File: src/rtl/booth_multiplier.sv
// Multi-cycle signed radix-2 Booth multiplier: one add/sub + arithmetic shift per clock, 32 iterations.
// A start pulse in any state restarts the operation; result/exception are held until the next completion.
module booth_multiplier #(
  parameter int WIDTH = 32,
  parameter int CNT_W = 5
) (
  input  logic             clock,
  input  logic             reset,
  input  logic             ctrl_MULT,
  input  logic [WIDTH-1:0] data_operandA,
  input  logic [WIDTH-1:0] data_operandB,
  output logic [WIDTH-1:0] data_result,
  output logic             data_exception,
  output logic             data_resultRDY,
  output logic             busy
);

  typedef enum logic [1:0] {
    IDLE = 2'd0,
    RUN  = 2'd1,
    DONE = 2'd2
  } state_t;

  localparam int PW = 2 * WIDTH + 1;
  localparam logic [CNT_W-1:0] LAST_CNT = CNT_W'(WIDTH - 1);

  state_t           r_state;
  state_t           w_state_nxt;
  logic [CNT_W-1:0] r_count;
  logic [PW-1:0]    r_prod;
  logic [WIDTH-1:0] r_m;
  logic [WIDTH-1:0] r_result;
  logic             r_exc;
  logic             r_rdy;

  logic [WIDTH:0]   w_phi_ext;
  logic [WIDTH:0]   w_m_ext;
  logic [WIDTH:0]   w_sum;
  logic [PW-1:0]    w_prod_nxt;
  logic [WIDTH-1:0] w_phi_nxt;
  logic [WIDTH-1:0] w_plo_nxt;
  logic             w_last;

  // One extra sign bit keeps the add/sub exact even for M = most-negative value.
  assign w_phi_ext = {r_prod[PW-1], r_prod[PW-1:WIDTH+1]};
  assign w_m_ext   = {r_m[WIDTH-1], r_m};

  always_comb begin
    w_sum = w_phi_ext;
    case (r_prod[1:0])
      2'b01:   w_sum = w_phi_ext + w_m_ext;
      2'b10:   w_sum = w_phi_ext - w_m_ext;
      default: w_sum = w_phi_ext;
    endcase
  end

  // Arithmetic shift of {sum, P_lo, q_m1} by one, keeping the low 2*WIDTH+1 bits.
  assign w_prod_nxt = {w_sum, r_prod[WIDTH:1]};
  assign w_phi_nxt  = w_prod_nxt[PW-1:WIDTH+1];
  assign w_plo_nxt  = w_prod_nxt[WIDTH:1];
  assign w_last     = (r_count == LAST_CNT);

  always_comb begin
    w_state_nxt = r_state;
    case (r_state)
      IDLE: if (ctrl_MULT) w_state_nxt = RUN;
      RUN: begin
        if (ctrl_MULT)   w_state_nxt = RUN;
        else if (w_last) w_state_nxt = DONE;
      end
      DONE:    w_state_nxt = ctrl_MULT ? RUN : IDLE;
      default: w_state_nxt = IDLE;
    endcase
  end

  always_ff @(posedge clock) begin
    if (reset) r_state <= IDLE;
    else       r_state <= w_state_nxt;
  end

  always_ff @(posedge clock) begin
    if (reset) begin
      r_count  <= '0;
      r_prod   <= '0;
      r_m      <= '0;
      r_result <= '0;
      r_exc    <= 1'b0;
      r_rdy    <= 1'b0;
    end else if (ctrl_MULT) begin
      r_m     <= data_operandA;
      r_prod  <= {{WIDTH{1'b0}}, data_operandB, 1'b0};
      r_count <= '0;
      r_rdy   <= 1'b0;
    end else if (r_state == RUN) begin
      r_prod  <= w_prod_nxt;
      r_count <= r_count + 1'b1;
      if (w_last) begin
        r_result <= w_plo_nxt;
        r_exc    <= (w_phi_nxt != {WIDTH{w_plo_nxt[WIDTH-1]}});
        r_rdy    <= 1'b1;
      end else begin
        r_rdy <= 1'b0;
      end
    end else begin
      r_rdy <= 1'b0;
    end
  end

  assign data_result    = r_result;
  assign data_exception = r_exc;
  assign data_resultRDY = r_rdy;
  assign busy           = (r_state == RUN);

endmodule

File: config.mk
export PLATFORM = sky130hd
export DESIGN_NAME = booth_multiplier
export DESIGN_NICKNAME = d
export VERILOG_FILES = /design/src/rtl/booth_multiplier.sv
export SDC_FILE = /design/constraint.sdc
export NUM_CORES = 1
export LEC_CHECK = 0
export CAP_MARGIN = 10
export CORE_MARGIN = 3
export CORE_UTILIZATION = 40
export DETAILED_ROUTE_END_ITERATION = 6
export PLACE_DENSITY = 0.63
export SYNTH_ARGS = -nofsm -noshare
export SYNTH_HDL_FRONTEND = slang
export SYNTH_SLANG_ARGS = --single-unit
export TNS_END_PERCENT = 5
File: constraint.sdc
create_clock -name clock -period 5.2 [get_ports clock]
set_input_delay 1.04 -clock clock [delete_from_list [all_inputs] [get_ports clock]]
set_output_delay 1.04 -clock clock [all_outputs]
set_load 0.05 [all_outputs]
**After elaboration in Yosys (flattened, before gate mapping)**

Cells that the tools add are included.

- Bits in registers: 138
- Output and inout port bits: 35
- Word-level logic and storage cells: 36

- Add/sub/neg operators: 3
- Eq/ne operators: 8
- Mux-type cells: 9
- Bitwise logic cells: 2
- Reduce and logical (&&, ||, !) cells: 6

Operators with widths:

| cell | number |
|---|---|
| two-way mux 33 bit | 2 |
| one-hot mux 33 bit (2 select lines) | 1 |
| adder 32 x 32 -> 33 bit | 1 |
| subtractor 32 x 32 -> 33 bit | 1 |
| inequality test 32 bit | 1 |
| two-way mux 2 bit | 3 |
| one-hot mux 2 bit (3 select lines) | 1 |
| adder 5 x 1 -> 5 bit (second input constant) | 1 |
| equality test 5 bit (second input constant) | 1 |
| equality test 2 x 1 -> 1 bit (second input constant) | 2 |
| equality test 2 bit (second input constant) | 2 |
| inequality test 3 x 2 -> 1 bit (second input constant) | 1 |
| AND reduction 3 bit | 1 |
| OR reduction 3 bit | 1 |
| logical NOT 2 bit | 1 |
| two-way mux 1 bit | 2 |
| inequality test 2 bit (second input constant) | 1 |
| NOT 1 bit | 2 |
| AND reduction 2 bit | 1 |
| nonzero test 2 bit | 1 |
| OR reduction 2 bit | 1 |

**Logic depth before layout (Yosys ltp)**

- Depth in word-level cells: 4
- Depth in mapped cells: 22

**Worst setup path after synthesis**

Ideal clock, no wire load.

- Kind: reg2reg
- Start: reg r_m[2]
- End: reg r_exc (netlist: data_exception)
- Arrival: 4.624 ns
- Required time: 5.075 ns
- Setup slack: 0.451 ns
- Cell stages (with the launch flop): 23
- Buffers on the path: 1
- Period minus slack after synthesis: 4.749 ns
- Cell sequence: dfxtp_1 -> nor3_1 -> and3_1 -> nand2_1 -> nor3_1 -> nand2_1 -> or2_2 -> nor4_1 -> a21oi_1 -> xnor2_1 -> ha_1 -> clkbuf_1 -> a21o_1 -> a31o_1 -> a221o_1 -> a32oi_1 -> o211ai_1 -> xnor2_1 -> o21ai_1 -> a2111o_1 -> o2bb2ai_1 -> o2111a_1 -> a211oi_2

- Word-level cells in the longest chain between the ends: 3
- Elaborated cells on any way between the ends: 4
- Those cells by class: 2 x add/sub; 1 x eq/ne; 1 x mux

Ends and longest elaborated chain:

| what | line | source |
|---|---|---|
| from (decl) | 31 | `logic [WIDTH-1:0] r_m;` |
| from (signal assigned) | 90 | `r_m <= data_operandA;` |
| subtractor 32 x 32 -> 33 bit or adder 32 x 32 -> 33 bit (tied branches) | 52, 51 |  |
| one-hot mux 33 bit (2 select lines) (*) | 50 | `case (r_prod[1:0])` |
| inequality test 32 bit (*) | 99 | `r_exc <= (w_phi_nxt != {WIDTH{w_plo_nxt[WIDTH-1]}});` |
| to (signal assigned) | 99 |  |
| to (decl) | 33 | `logic r_exc;` |

Every way passes the cells marked *; elsewhere a longest branch is shown, timed or not.
A chain may end at the register's enable or synchronous reset.

**Final worst setup path**

- Start: reg r_m[5]
- End: reg r_exc (netlist: data_exception)

Same word-level chain as after synthesis.

==> flow_summary_export.csv <==
group,metric,value,unit
cts,clk_latency,0.42,ns
placed_design,port-buffer-count,101,
cts,cts.sinks,138,
synthesis,synthCells,1119,
setup_path,crit_chain,"or4_1 > nor4_2 > buf_4 > and4b_1 > nor2_1 > xnor2_1 > ha_1 > a21o_1 > a21oi_1 > o21ai_0 > o21ai_0 > o2111ai_1 > a41oi_2 > xor2_1 > o21ai_1 > or4_1 > mux2i_1 > a211oi_2",
detailed_routing,drtIter0Drc,480,
detailed_routing,via_per_inst,5.50,
setup_path,arrival,5.08,ns
placed_design,place_area,9700,um^2
cells_and_area,diodes,0,
run,maxCapViolCount,0,
detailed_routing,wl_per_cell,16.3,um
timing,skew,0.0120,ns
cts,clock_path_buffers,2,
synthesis,synth_top_area_frac,0.325,
synthesis,ys_ff_latch,138,
timing,setup_ws,0.381,ns
timing,min_period_over_period,0.927,
detailed_routing,dr.pass1.iters,7,
placed_design,post-place-ws,0.247,ns
cells_and_area,n_fill_cell,2052,
setup_path,slowest_stage,"or4_1",
setup_path,reg2reg_slack,0.38,ns
synthesis,synth_top_area_cell,"dfxtp_1",
synthesis,yosys-top-cells-area,"dfxtp_1, a21oi_1, nand2_1",
synthesis,async_reset_ff_frac,0,
pwr,ir_drop,0.255,mV
synthesis,synth-seq-area-share,0.325,
timing,tns,0,ns
floorplanning,coreArea,20600,um^2
hold_path,min_path_type,"reg2reg",
synthesis,synth_edf_count,0,
synthesis,synth_area,8510,um^2
setup_path,worst-setup-path-type,"reg2reg",
setup_path,critPathLaunch,"r_m[5]",
global_routing,grt_pass1_vias,7547,
synthesis,ys_types,87,
setup_path,max_stage_delay,0.59,ns
setup_path,cp_top_family,"simple AND/OR/NAND/NOR gates",
timing,max_slew_margin,0.398,
cts,postCtsSetupBuffers,0,
floorplanning,die_area,23100,um^2
hold_path,worst_hold_path.num_cells,1,
setup_path,cp_num_cells,18,
timing,timing_hold_violations_final,0,
hold_path,min_from,"r_state[1]",
timing,finalSetupViolations,0,
placed_design,place_hpwl,16800,um
global_routing,grt_start_max_net_pins,81,
floorplanning,initial_utilization,0.414,
synthesis,syn_area_per_cell,7.61,um^2
synthesis,synth-main-ff-cell,"dfxtp_1",
cells_and_area,layout.area.seq,2760,um^2
cts,cts_hold_buf,0,
timing,clock.fmax,207,MHz
placed_design,placed_cells,1443,
timing,min_period,4.82,ns
setup_path,critPathRequiredTime,5.46,ns
cts,cts.repair.resized,0,
synthesis,yosysWarnings,0,
global_routing,grt_first_pass_wirelength,39100,um
cells_and_area,syn2layout_area_growth,21.7,%
cells_and_area,final_util,0.504,
run_status,outcome,"finished, final reports clean",
cts,htree_levels,4,
setup_path,ff2ff_path_depth,18,
synthesis,synthTopCellsByCount,"nand2_1, nor2_1, a21oi_1",
cells_and_area,nets,1296,
timing,tightest_slew,0.903,ns
floorplanning,die_y,152,um
pwr,total_power,3.13,mW
detailed_routing,drcViolationCount,0,
global_routing,overflow,0,
synthesis,synth_fp_nets,1223,
floorplanning,io_pins,102,
cts,path_clk_slew,0.07,ns
placed_design,gp_congestion,0.891,
setup_path,worstReg2RegStart,"r_m[5]",
cells_and_area,stdcell_count,1475,
cells_and_area,layout-drive-gt1-share,0.0788,
cells_and_area,fin_area,10400,um^2
timing,rsz0062_at_grt,"no",
pwr,p_leak,3.91,nW
setup_path,worstPathMaxFanout,9,
cts,cts_tree,"done",
setup_path,cp.buffers_inverters,1,
global_routing,grtUsageTotal,0.202,
cts,root_buffer,"clkbuf_16",
synthesis,post-synth-top-count-cell,"nand2_1",
setup_path,worstSetupEndpointType,"flop",
detailed_routing,vias,8109,
pwr,p_per_area,302,nW/um^2
floorplanning,die_w,152,um
global_routing,antenna_found_initial,0,
cells_and_area,multi_input_comb_area,5370,um^2
timing,holdWs,0.434,ns
detailed_routing,wl,24000,um
floorplanning,rows,52,
cts,cts_made_buffers,17,
detailed_routing,drtAntennaViolNets,0,
timing,drv_slew,0,
setup_path,startpoint_type,"flop",
## layout by cell type (no fill, tap or decap), types with 4 or more instances in the layout
cell type        synthesis  final
clkdlybuf4s50_1          0     99
nand2b_1                 8      7
a21oi_1                144    144
nand3_1                 16     16
ha_1                    36     36
inv_1                   15     15
and2_1                   5      5
inv_6                    0      6
a211oi_1                23     23
xor2_1                  10     10
o211ai_1                 9      9
nand4_1                 12     12
or3_1                    6      6
nor2b_1                  7      7
or4_1                    7      7
nor4_1                   8      8
a31oi_1                  7      7
or2_2                    4      4
buf_4                    3     26
inv_8                    0      4
and4_1                   4      4
o21ai_1                  9      9
o31ai_1                  5      5
nor3_1                  32     30
a21o_1                  13     13
nand2_1                180    180
o21ai_0                 32     32
dfxtp_1                138    138
xnor2_1                 42     42
and3_1                   8      8
mux2i_1                 41     41
nor2_1                 155    155
clkbuf_16                0     17
## logic make-up (layout without fill, tap and decap cells)
kind of cell | Yosys count | after routing | synth area share
flip-flops | 138 | 138 | 0.325
AO/OA/AOI/OAI | 284 | 284 | 0.211
AND/OR/NAND/NOR | 475 | 475 | 0.254
multiplexers | 45 | 45 | 0.0540
buffers and inverters | 88 | 174 | 0.0479
adder cells (fa/ha/maj) | 37 | 37 | 0.0553
XOR/XNOR | 52 | 52 | 0.0535
## per-layer routing
metal  global-route usage  vias up  wire length (um)
li1                     -     4093                 -
met1                0.278     3802             11300
met2                0.323      185             11100
met3               0.0438       29              1210
met4               0.0518        0               446
met5                    0        -                 0
## sequential cells by signal, summed over array words and instances, names as in the netlist
name and cells:
data_resultRDY 1, r_prod 65, r_state 2, data_result 32
r_count 5, r_m 32, data_exception 1
## final cells by class
class	count	share of cell area
tap	270	0.0326
inverter	17	0.00616
clock inverter	15	0.0213
sequential	138	0.267
timing repair buffer	125	0.114
multi-input combinational	893	0.518
clock buffer	17	0.0411
## worst reg2reg max path, cell delays in order, from the launching register on
cell	delay (ns)
dfxtp_1	0.37
or4_1	0.59
nor4_2	0.26
buf_4	0.19
and4b_1	0.38
nor2_1	0.09
xnor2_1	0.23
ha_1	0.37
a21o_1	0.23
a21oi_1	0.16
o21ai_0	0.10
o21ai_0	0.17
o2111ai_1	0.20
a41oi_2	0.25
xor2_1	0.16
o21ai_1	0.08
or4_1	0.53
mux2i_1	0.19
a211oi_2	0.09
## path summary, 6_finish.rpt
kind                                  endpoint
worst max-delay path            data_exception
worst min-delay path                r_state[0]
worst max register to register  data_exception
worst min register to register      r_state[0]
## where the power goes
group / internal [mW] / switching (mW)
clock network: 0.786 / 0.550
logic: 0.276 / 0.383
registers: 1.10 / 0.0413
total: 2.16 / 0.974
No activity file was read; power rests on OpenSTA's default activity.
